File: src/rtl/stream_beat_source.sv
// Ready/valid beat generator: on start, emits `count` beats whose two payload fields
// advance by independent arithmetic steps, honouring downstream backpressure.
module stream_beat_source #(
    parameter int unsigned DATA_WIDTH  = 16,
    parameter int unsigned DATA2_WIDTH = 13,
    parameter int unsigned LEN_WIDTH   = 8
) (
    input  logic                          clk,
    input  logic                          rst_n,
    input  logic                          start,
    input  logic        [LEN_WIDTH-1:0]   count,
    input  logic        [DATA_WIDTH-1:0]  data_seed,
    input  logic        [DATA_WIDTH-1:0]  data_step,
    input  logic signed [DATA2_WIDTH-1:0] data2_seed,
    input  logic signed [DATA2_WIDTH-1:0] data2_step,
    output logic        [DATA_WIDTH-1:0]  out_data,
    output logic signed [DATA2_WIDTH-1:0] out_data2,
    output logic                          out_valid,
    input  logic                          out_ready,
    output logic                          busy,
    output logic                          done
);

    typedef enum logic [0:0] {StIdle, StSend} state_e;

    state_e                          state_q;
    logic        [LEN_WIDTH-1:0]     remaining_q;
    logic        [DATA_WIDTH-1:0]    data_step_q;
    logic signed [DATA2_WIDTH-1:0]   data2_step_q;

    always_ff @(posedge clk or negedge rst_n) begin
        if (!rst_n) begin
            state_q      <= StIdle;
            remaining_q  <= '0;
            data_step_q  <= '0;
            data2_step_q <= '0;
            out_data     <= '0;
            out_data2    <= '0;
            out_valid    <= 1'b0;
            busy         <= 1'b0;
            done         <= 1'b0;
        end else begin
            done <= 1'b0;
            unique case (state_q)
                StIdle: begin
                    if (start) begin
                        if (count != '0) begin
                            remaining_q  <= count;
                            out_data     <= data_seed;
                            out_data2    <= data2_seed;
                            data_step_q  <= data_step;
                            data2_step_q <= data2_step;
                            out_valid    <= 1'b1;
                            busy         <= 1'b1;
                            state_q      <= StSend;
                        end else begin
                            // Empty burst still completes, just without beats.
                            done <= 1'b1;
                        end
                    end
                end
                StSend: begin
                    if (out_valid && out_ready) begin
                        if (remaining_q > LEN_WIDTH'(1)) begin
                            remaining_q <= remaining_q - LEN_WIDTH'(1);
                            out_data    <= out_data + data_step_q;
                            out_data2   <= out_data2 + data2_step_q;
                        end else begin
                            // Payload holds the last beat; only the handshake drops.
                            remaining_q <= '0;
                            out_valid   <= 1'b0;
                            busy        <= 1'b0;
                            done        <= 1'b1;
                            state_q     <= StIdle;
                        end
                    end
                end
                default: state_q <= StIdle;
            endcase
        end
    end

endmodule

File: config.mk
export PLATFORM = sky130hd
export DESIGN_NAME = stream_beat_source
export DESIGN_NICKNAME = d
export VERILOG_FILES = /design/src/rtl/stream_beat_source.sv
export SDC_FILE = /design/constraint.sdc
export NUM_CORES = 1
export LEC_CHECK = 0
export CORE_ASPECT_RATIO = 0.8
export CORE_UTILIZATION = 35
export DETAILED_ROUTE_END_ITERATION = 7
export REMOVE_ABC_BUFFERS = 1
export SKIP_LAST_GASP = 1
export SYNTH_ARGS = -nofsm -noshare
export SYNTH_HDL_FRONTEND = slang
export SYNTH_SLANG_ARGS = --single-unit
File: constraint.sdc
create_clock -name clk -period 2.2 [get_ports clk]
set_clock_uncertainty 0.2 [all_clocks]
set_input_delay 0.22 -clock clk [delete_from_list [all_inputs] [get_ports clk]]
set_output_delay 0.22 -clock clk [all_outputs]
set_load 0.02 [all_outputs]
==> results of run 1 <==
## routing by layer
| metal | track usage [%] | up-vias | part of all wire, % |
|---|---|---|---|
| li1 | - | 2045 | - |
| met1 | 25.5 | 2014 | 46 |
| met2 | 35.1 | 107 | 48 |
| met3 | 4.29 | 18 | 4.5 |
| met4 | 5.49 | 0 | 1.5 |
| met5 | 0 | - | 0 |
## layout make-up
type                            count  share of cell area (%)
Inverter                            7                   0.379
Clock buffer                       12                    3.56
Clock inverter                      4                   0.343
Timing Repair Buffer              209                    27.0
Tap cell                          171                    3.09
Multi-Input combinational cell    350                    40.7
Sequential cell                    69                    24.9
## registers in the layout (all words and copies together) (netlist names)
name	count
done	1
state_q	1
data2_step_q	13
data_step_q	16
out_data	16
busy	1
remaining_q	8
out_data2	13
## worst paths after layout
path                           startpoint               end  slack (ps)
setup / recovery              out_data[0]      out_data[14]        -220
hold / removal                      rst_n   data2_step_q[0]         280
setup reg to reg              out_data[0]      out_data[14]        -220
hold reg to reg            remaining_q[3]    remaining_q[3]         300
max in group asynchronous           rst_n      out_data[14]        1170
min in group clk           data2_step[11]  data2_step_q[11]         290
## where the power goes
group	leakage [nW]	internal (W)	total [W]	switching [W]
Combinational	2.20	0.00460	0.00883	0.00423
Clock	0.136	0.000790	0.00134	0.000554
Sequential	0.833	0.00192	0.00242	0.000496
## through the flow
stage | TNS, ps | hold slack, ps
CTS | -731 | 283
global placement | -15550 | 108
detailed placement | -18660 | 108
global route | -1690 | 288
finish | -515 | 278
floorplan | -17370 | -276
## critical path, delay by kind of cell, from the launching register on
family | cells | cell delay [ps]
AO/OA/AOI/OAI | 4 | 540
adder cells (fa/ha/maj) | 2 | 540
flip-flops | 1 | 380
AND/OR/NAND/NOR | 2 | 630
## timing repair
item                                    in CTS  in global routing
pin swaps                                   16                 33
hold endpoints to repair                    69                  0
hold buffers                                 1                  0
cloned                                       0                  0
endpoints found under the setup margin      25                 36
gates resized for setup                     35                 50
setup buffers                                9                 10
## cell usage in the layout, fill, tap and decap left out, drive strengths merged, types with 2 or more instances in the layout
| cell | synthesis | routed |
|---|---|---|
| nand2 | 51 | 51 |
| xor2 | 5 | 5 |
| nand3 | 12 | 12 |
| a211o | 2 | 2 |
| or3 | 3 | 3 |
| a21o | 14 | 14 |
| dfrtp | 69 | 69 |
| nand4 | 5 | 5 |
| nor3 | 8 | 8 |
| clkbuf | 7 | 12 |
| nand4b | 2 | 2 |
| clkinv | 0 | 4 |
| nor2 | 17 | 17 |
| mux2 | 29 | 29 |
| o21ai | 44 | 44 |
| o21a | 4 | 4 |
| or4 | 5 | 5 |
| buf | 13 | 108 |
| clkdlybuf4s50 | 0 | 100 |
| o22ai | 3 | 3 |
| inv | 7 | 7 |
| a21oi | 32 | 32 |
| o21bai | 3 | 3 |
| and3 | 6 | 6 |
| xnor2 | 13 | 13 |
| o311ai | 2 | 2 |
| mux2i | 20 | 20 |
| fa | 2 | 2 |
| a31oi | 6 | 6 |
| a22oi | 2 | 2 |
| o211ai | 5 | 5 |
| a22o | 3 | 3 |
| ha | 29 | 29 |
| nor2b | 6 | 6 |
| a211oi | 4 | 4 |
## logic make-up (layout without fill, tap and decap cells)
| logic type | Yosys count | count (layout) |
|---|---|---|
| adder cells (fa/ha/maj) | 31 | 31 |
| AO/OA/AOI/OAI | 131 | 131 |
| multiplexers | 49 | 49 |
| AND/OR/NAND/NOR | 121 | 121 |
| buffers and inverters | 27 | 232 |
| XOR/XNOR | 18 | 18 |
| flip-flops | 69 | 69 |
==> metrics.csv, run 1 <==
stage,metric,value,unit
finish,antenna_cells,0,
cts,clock_latency,340,ps
worst_setup_path,crit_slowest_cell,or4_1,
power,total_power,0.0126,W
route,viasPerCell,5.09,
yosys,synth_commonest_cells,"dfrtp_1, nand2_1, a21oi_1",
finish,final_core_util,56.8,%
worst_setup_path,required,2220,ps
floorplan,die_area,13000,sq um
grt,antenna_found_initial,0,
worst_setup_path,rr_worst_depth,8,
worst_setup_path,crit_fanout,2,
place,dpl_worst_slack,-340,ps
route,drt_iter0_drc,181,
yosys,synthArstFlopShare,100,%
place,gp_congestion,0.879,
finish,area_growth,57.6,%
yosys,synthAdderAreaFrac,9.16,%
grt,grt-ovfl-total,0,
place,dpl-instance-area,6180,sq um
yosys,synth_top_area_cell,dfrtp_1,
route,wl_per_cell,15.6,um
yosys,synthTopCellsByArea,"dfrtp_1, ha_1, mux2_2",
yosys,ys_seq_area_share,39.3,%
floorplan,io_pins,102,
sta,setup_violations,5,
grt,grt.total_usage,20.1,%
power,power_density,1820,nW/um^2
sta,max_slew_margin,67.5,%
floorplan,core_area,12200,sq um
yosys,synth_cells,446,
yosys,yosys.area_share.simple,14.0,%
status,violations,negative setup slack,
finish,final_cells,822,
yosys,syn_area,4400,sq um
sta,maxSlewViolCount,0,
floorplan,dieWidth,127,um
finish,layout.nets,747,
route,wirelength,12900,um
status,status,finished with violations,
cts,htree_levels,3,
sta,worst_pin_slew,487,ps
grt,grt_max_degree,36,
floorplan,rows,36,
grt,grt_first_pass_wirelength,20400,um
yosys,ys.flop_type,dfrtp_1,
finish,final_layout_size_suffix_gt1_share,32.0,%
worst_setup_path,cpPeakStageDelay,480,ps
finish,seq_area,1730,sq um
finish,fillers,1079,
worst_setup_path,crit_path_start_kind,flop,
yosys,synth_warnings,0,
yosys,synth_edf_count,0,
sta,fin_crit,2420,ps
job,max-cap-violations,0,
route,firstDrtPassIters,4,
min_path,min_path_type,input pin to async pin,
worst_setup_path,crit_chain,"ha_2, fa_2, a21o_1, nand4_1, a211oi_2, or4_1, a31oi_1, o21ai_1",
sta,period_share,110,%
worst_setup_path,worstSetupPathType,flop to flop,
yosys,synth_top_family_by_area,compound AO/OA/AOI/OAI gates,
cts,clk_pin_slew,60,ps
cts,cts.sink_count,69,
floorplan,initial_core_util,36.0,%
cts,cts_buffer_depth,2,
finish,stdcell_area,6930,sq um
sta,fin_ws,-216,ps
yosys,ys_seq_elements,69,
place,dp_hpwl,9440,um
route,vias,4184,
power,leakagePower,3.17,nW
sta,finalHoldViolations,0,
sta,rsz0062_at_grt,yes,
worst_setup_path,worstPathArrival,2430,ps
place,numPortBuffers,101,
cts,numCtsBuffers,9,
place,dp_cells,788,
grt,first_global_vias,4124,
sta,max_freq,414,MHz
finish,multi_input_area,2820,sq um
cts,clock-root-buffer,clkbuf_16,
worst_setup_path,end_kind,flop,
yosys,synth_cell_types,56,
yosys,synthMuxAreaShare,12.0,%
yosys,synth_compound_area_share,18.6,%
floorplan,fp.dieH,102,um
yosys,synth_xor_area_share,3.59,%
cts,cts_tree,done,
yosys,yosysMostFrequentCell,dfrtp_1,
route,drc_errors,0,
route,drtAntennaViolNets,0,
yosys,synth_top_area_share,39.3,%
yosys,avgSynthCellArea,9.86,sq um
power,vdd.ir_drop.worst,0.808,mV
Power figures use the tool's default switching activity.
==> inputs of run 2 (changes only) <==
CTS_CLUSTER_DIAMETER = 40   (was not set)
GPL_ROUTABILITY_DRIVEN = 0   (was not set)
HOLD_SLACK_MARGIN = 0.15   (was not set)
==> results of run 2 <==
No change in the layout: final DEF, timing and power equal those of run 1.
==> inputs of run 3 (changes only) <==
--- a/config.mk
+++ b/config.mk
@@ -6,5 +6,4 @@
 export NUM_CORES = 1
 export LEC_CHECK = 0
-export CORE_ASPECT_RATIO = 0.8
 export CORE_UTILIZATION = 35
 export CTS_CLUSTER_DIAMETER = 40
@@ -14,4 +13,5 @@
 export REMOVE_ABC_BUFFERS = 1
 export SKIP_LAST_GASP = 1
+export SLEW_MARGIN = 20
 export SYNTH_ARGS = -nofsm -noshare
 export SYNTH_HDL_FRONTEND = slang
==> constraint.sdc (replaced) <==
create_clock -name clk -period 2.2 [get_ports clk]
set_clock_uncertainty 0.2 [all_clocks]
set_input_delay 0.33 -clock clk [delete_from_list [all_inputs] [get_ports clk]]
set_output_delay 0.33 -clock clk [all_outputs]
set_load 0.02 [all_outputs]
==> run 3 against run 2 <==
Compared with the run above: the run still ends with negative setup slack left; via count fell by 0.67%; non-clock buffer count rose by 5; first-iteration DRC count fell by 22%; final cell count rose by 0.12%; critical path depth did not move; register-to-register slack got worse by 30 ps; clock-buffer cell count fell by 2; hold slack got worse by 140 ps; routed wire length rose by 2.2%; fmax fell by 1.2%; die area barely moved; highest routed layer unchanged.
==> metrics.csv, run 3 (synthesis results as in run 1) <==
stage,metric,value,unit,change
cts,cts_buffer_depth,2,,unchanged
grt,grt.total_usage,20.2,%,was 20.1%
worst_setup_path,startpoint,out_data[0],,unchanged
power,p_int,0.00745,W,was 0.00732 W
sta,maxSlewViolCount,0,,unchanged
route,vias,4156,,was 4184
worst_setup_path,required,2210,ps,was 2220 ps
floorplan,dieWidth,114,um,was 127 um
floorplan,core_area,12100,sq um,was 12200 sq um
power,seqPwrFrac,19.0,%,was 19.2%
cts,clock-root-buffer,clkbuf_16,,unchanged
sta,fin_setup_tns,-681,ps,was -515 ps
route,drc_errors,0,,unchanged
power,pwr-share-comb,69.9,%,was 70.1%
finish,reg_top3,"data_step_q: 16 flops, out_data: 16 flops",,unchanged
floorplan,die_area,13000,sq um,about the same
place,dp_cells,784,,was 788
grt,first_global_vias,4333,,was 4124
cts,htree_levels,3,,unchanged
power,leakagePower,3.26,nW,was 3.17 nW
route,wirelength,13100,um,was 12900 um
finish,final_core_util,58.7,%,was 56.8%
sta,max_slew_margin,69.4,%,was 67.5%
sta,worst_pin_slew,458,ps,was 487 ps
grt,grt_max_degree,29,,was 36
finish,layout_common_cells,"buf_4, clkdlybuf4s50_1, dfrtp_1, nand2_1, mux2_2",,"was clkdlybuf4s50_1, buf_4, dfrtp_1, nand2_1, mux2_2"
floorplan,rows,40,,was 36
job,max-cap-violations,0,,unchanged
finish,final_layout_size_suffix_gt1_share,33.6,%,was 32.0%
cts,numCtsBuffers,9,,unchanged
route,wl_per_cell,16.0,um,was 15.6 um
worst_setup_path,worstSetupPathType,flop to flop,,unchanged
grt,antenna_found_initial,0,,unchanged
min_path,min_path_type,input pin to flop,,was input pin to async pin
cts,clock_latency,330,ps,was 340 ps
sta,period_share,111,%,was 110%
finish,mostFrequentLayoutCell,buf_4,,was clkdlybuf4s50_1
power,vdd.ir_drop.worst,0.763,mV,was 0.808 mV
power,p_clk_share,11.1,%,was 10.7%
worst_setup_path,crit_path_start_kind,flop,,unchanged
cts,cts_tree,done,,unchanged
finish,layout.nets,752,,was 747
power,power_density,1800,nW/um^2,was 1820 nW/um^2
route,drtAntennaViolNets,0,,unchanged
sta,fin_crit,2450,ps,was 2420 ps
sta,max_freq,409,MHz,was 414 MHz
route,firstDrtPassIters,4,,unchanged
grt,grt_first_pass_wirelength,20600,um,was 20400 um
grt,grt-ovfl-total,0,,unchanged
cts,cts.sink_count,69,,unchanged
power,switchingPower,0.00532,W,was 0.00528 W
min_path,min_from,count[3],,
place,dp_hpwl,9440,um,about the same
worst_setup_path,worstPathArrival,2460,ps,was 2430 ps
cts,clk_pin_slew,60,ps,about the same
floorplan,io_pins,102,,unchanged
floorplan,fp.dieH,114,um,was 102 um
sta,fin_ws,-246,ps,was -216 ps
finish,fillers,1084,,was 1079
power,swShare,41.7,%,was 41.9%
finish,area_growth,61.6,%,was 57.6%
floorplan,initial_core_util,36.3,%,was 36.0%
sta,finalHoldViolations,0,,unchanged
status,violations,negative setup slack,,unchanged
power,total_power,0.0128,W,was 0.0126 W
finish,final_cells,823,,was 822
route,viasPerCell,5.05,,was 5.09
status,status,finished with violations,,unchanged
sta,rsz0062_at_grt,yes,,unchanged
finish,antenna_cells,0,,unchanged
route,drt_iter0_drc,142,,was 181
worst_setup_path,r2r_start,out_data[0],,unchanged
worst_setup_path,crit_fanout,2,,unchanged
sta,setup_violations,6,,was 5
worst_setup_path,end_kind,flop,,unchanged
place,numPortBuffers,101,,unchanged
==> run 3: what timing repair did <==
item	in CTS	in global routing
cloned	1	2
pin swaps	18	31
endpoints found under the setup margin	53	65
gates resized for setup	35	80
hold buffers	1	1
endpoints found under the hold margin	47	1
setup buffers	12	12
==> run 3: metrics by stage <==
stage	setup WS, ps	instance area, sq um	hold slack [ps]
final	-246	7100	142
after global routing	-299	7100	172
after CTS	-220	6730	290
after detailed placement	-592	6190	101
after global placement	-485	6190	89.1
after floorplan	-840	4270	-166
==> run 3: power groups by stage <==
stage / Combinational, W / Clock (W) / Sequential (W)
after floorplan: 0.00420 / 0 / 0.00272
after global placement: 0.00749 / 0 / 0.00236
after detailed placement: 0.00765 / 0 / 0.00238
after CTS: 0.00810 / 0.00145 / 0.00238
after global routing: 0.00972 / 0.00151 / 0.00250
final: 0.00892 / 0.00142 / 0.00243
==> run 3: per-layer routing <==
layer | GRT usage (%) | wire, um
met1 | 24.3 | 5780
met3 | 4.08 | 643
met2 | 35.9 | 6440
met4 | 7.19 | 268
met5 | 0 | 0
==> run 3: worst max-delay path, stage by stage (launching register included) <==
cell and delay, ps:
dfrtp_1 380, ha_2 200, fa_2 350, a21o_1 190
nand4_1 140, a211oi_2 110, or4_1 490, a31oi_1 200
o21ai_1 80
==> run 3: cell type report <==
class	instances	area, sq um	area share, %
clock buffer	10	229	3.22
clock inverter	5	52.6	0.740
inverter	7	30.0	0.423
multi-input combinational	350	2880	40.6
sequential	69	1730	24.3
tap	168	210	2.96
timing repair buffer	214	1970	27.7
==> run 3: final timing paths <==
kind,slack (ps),depth (start not counted),end
max,-250,8,out_data[14]
min,140,3,remaining_q[3]
max reg2reg,-250,8,out_data[14]
min reg2reg,310,1,data_step_q[5]
max in group asynchronous,930,3,out_data2[10]
min in group asynchronous,290,2,out_data2[0]
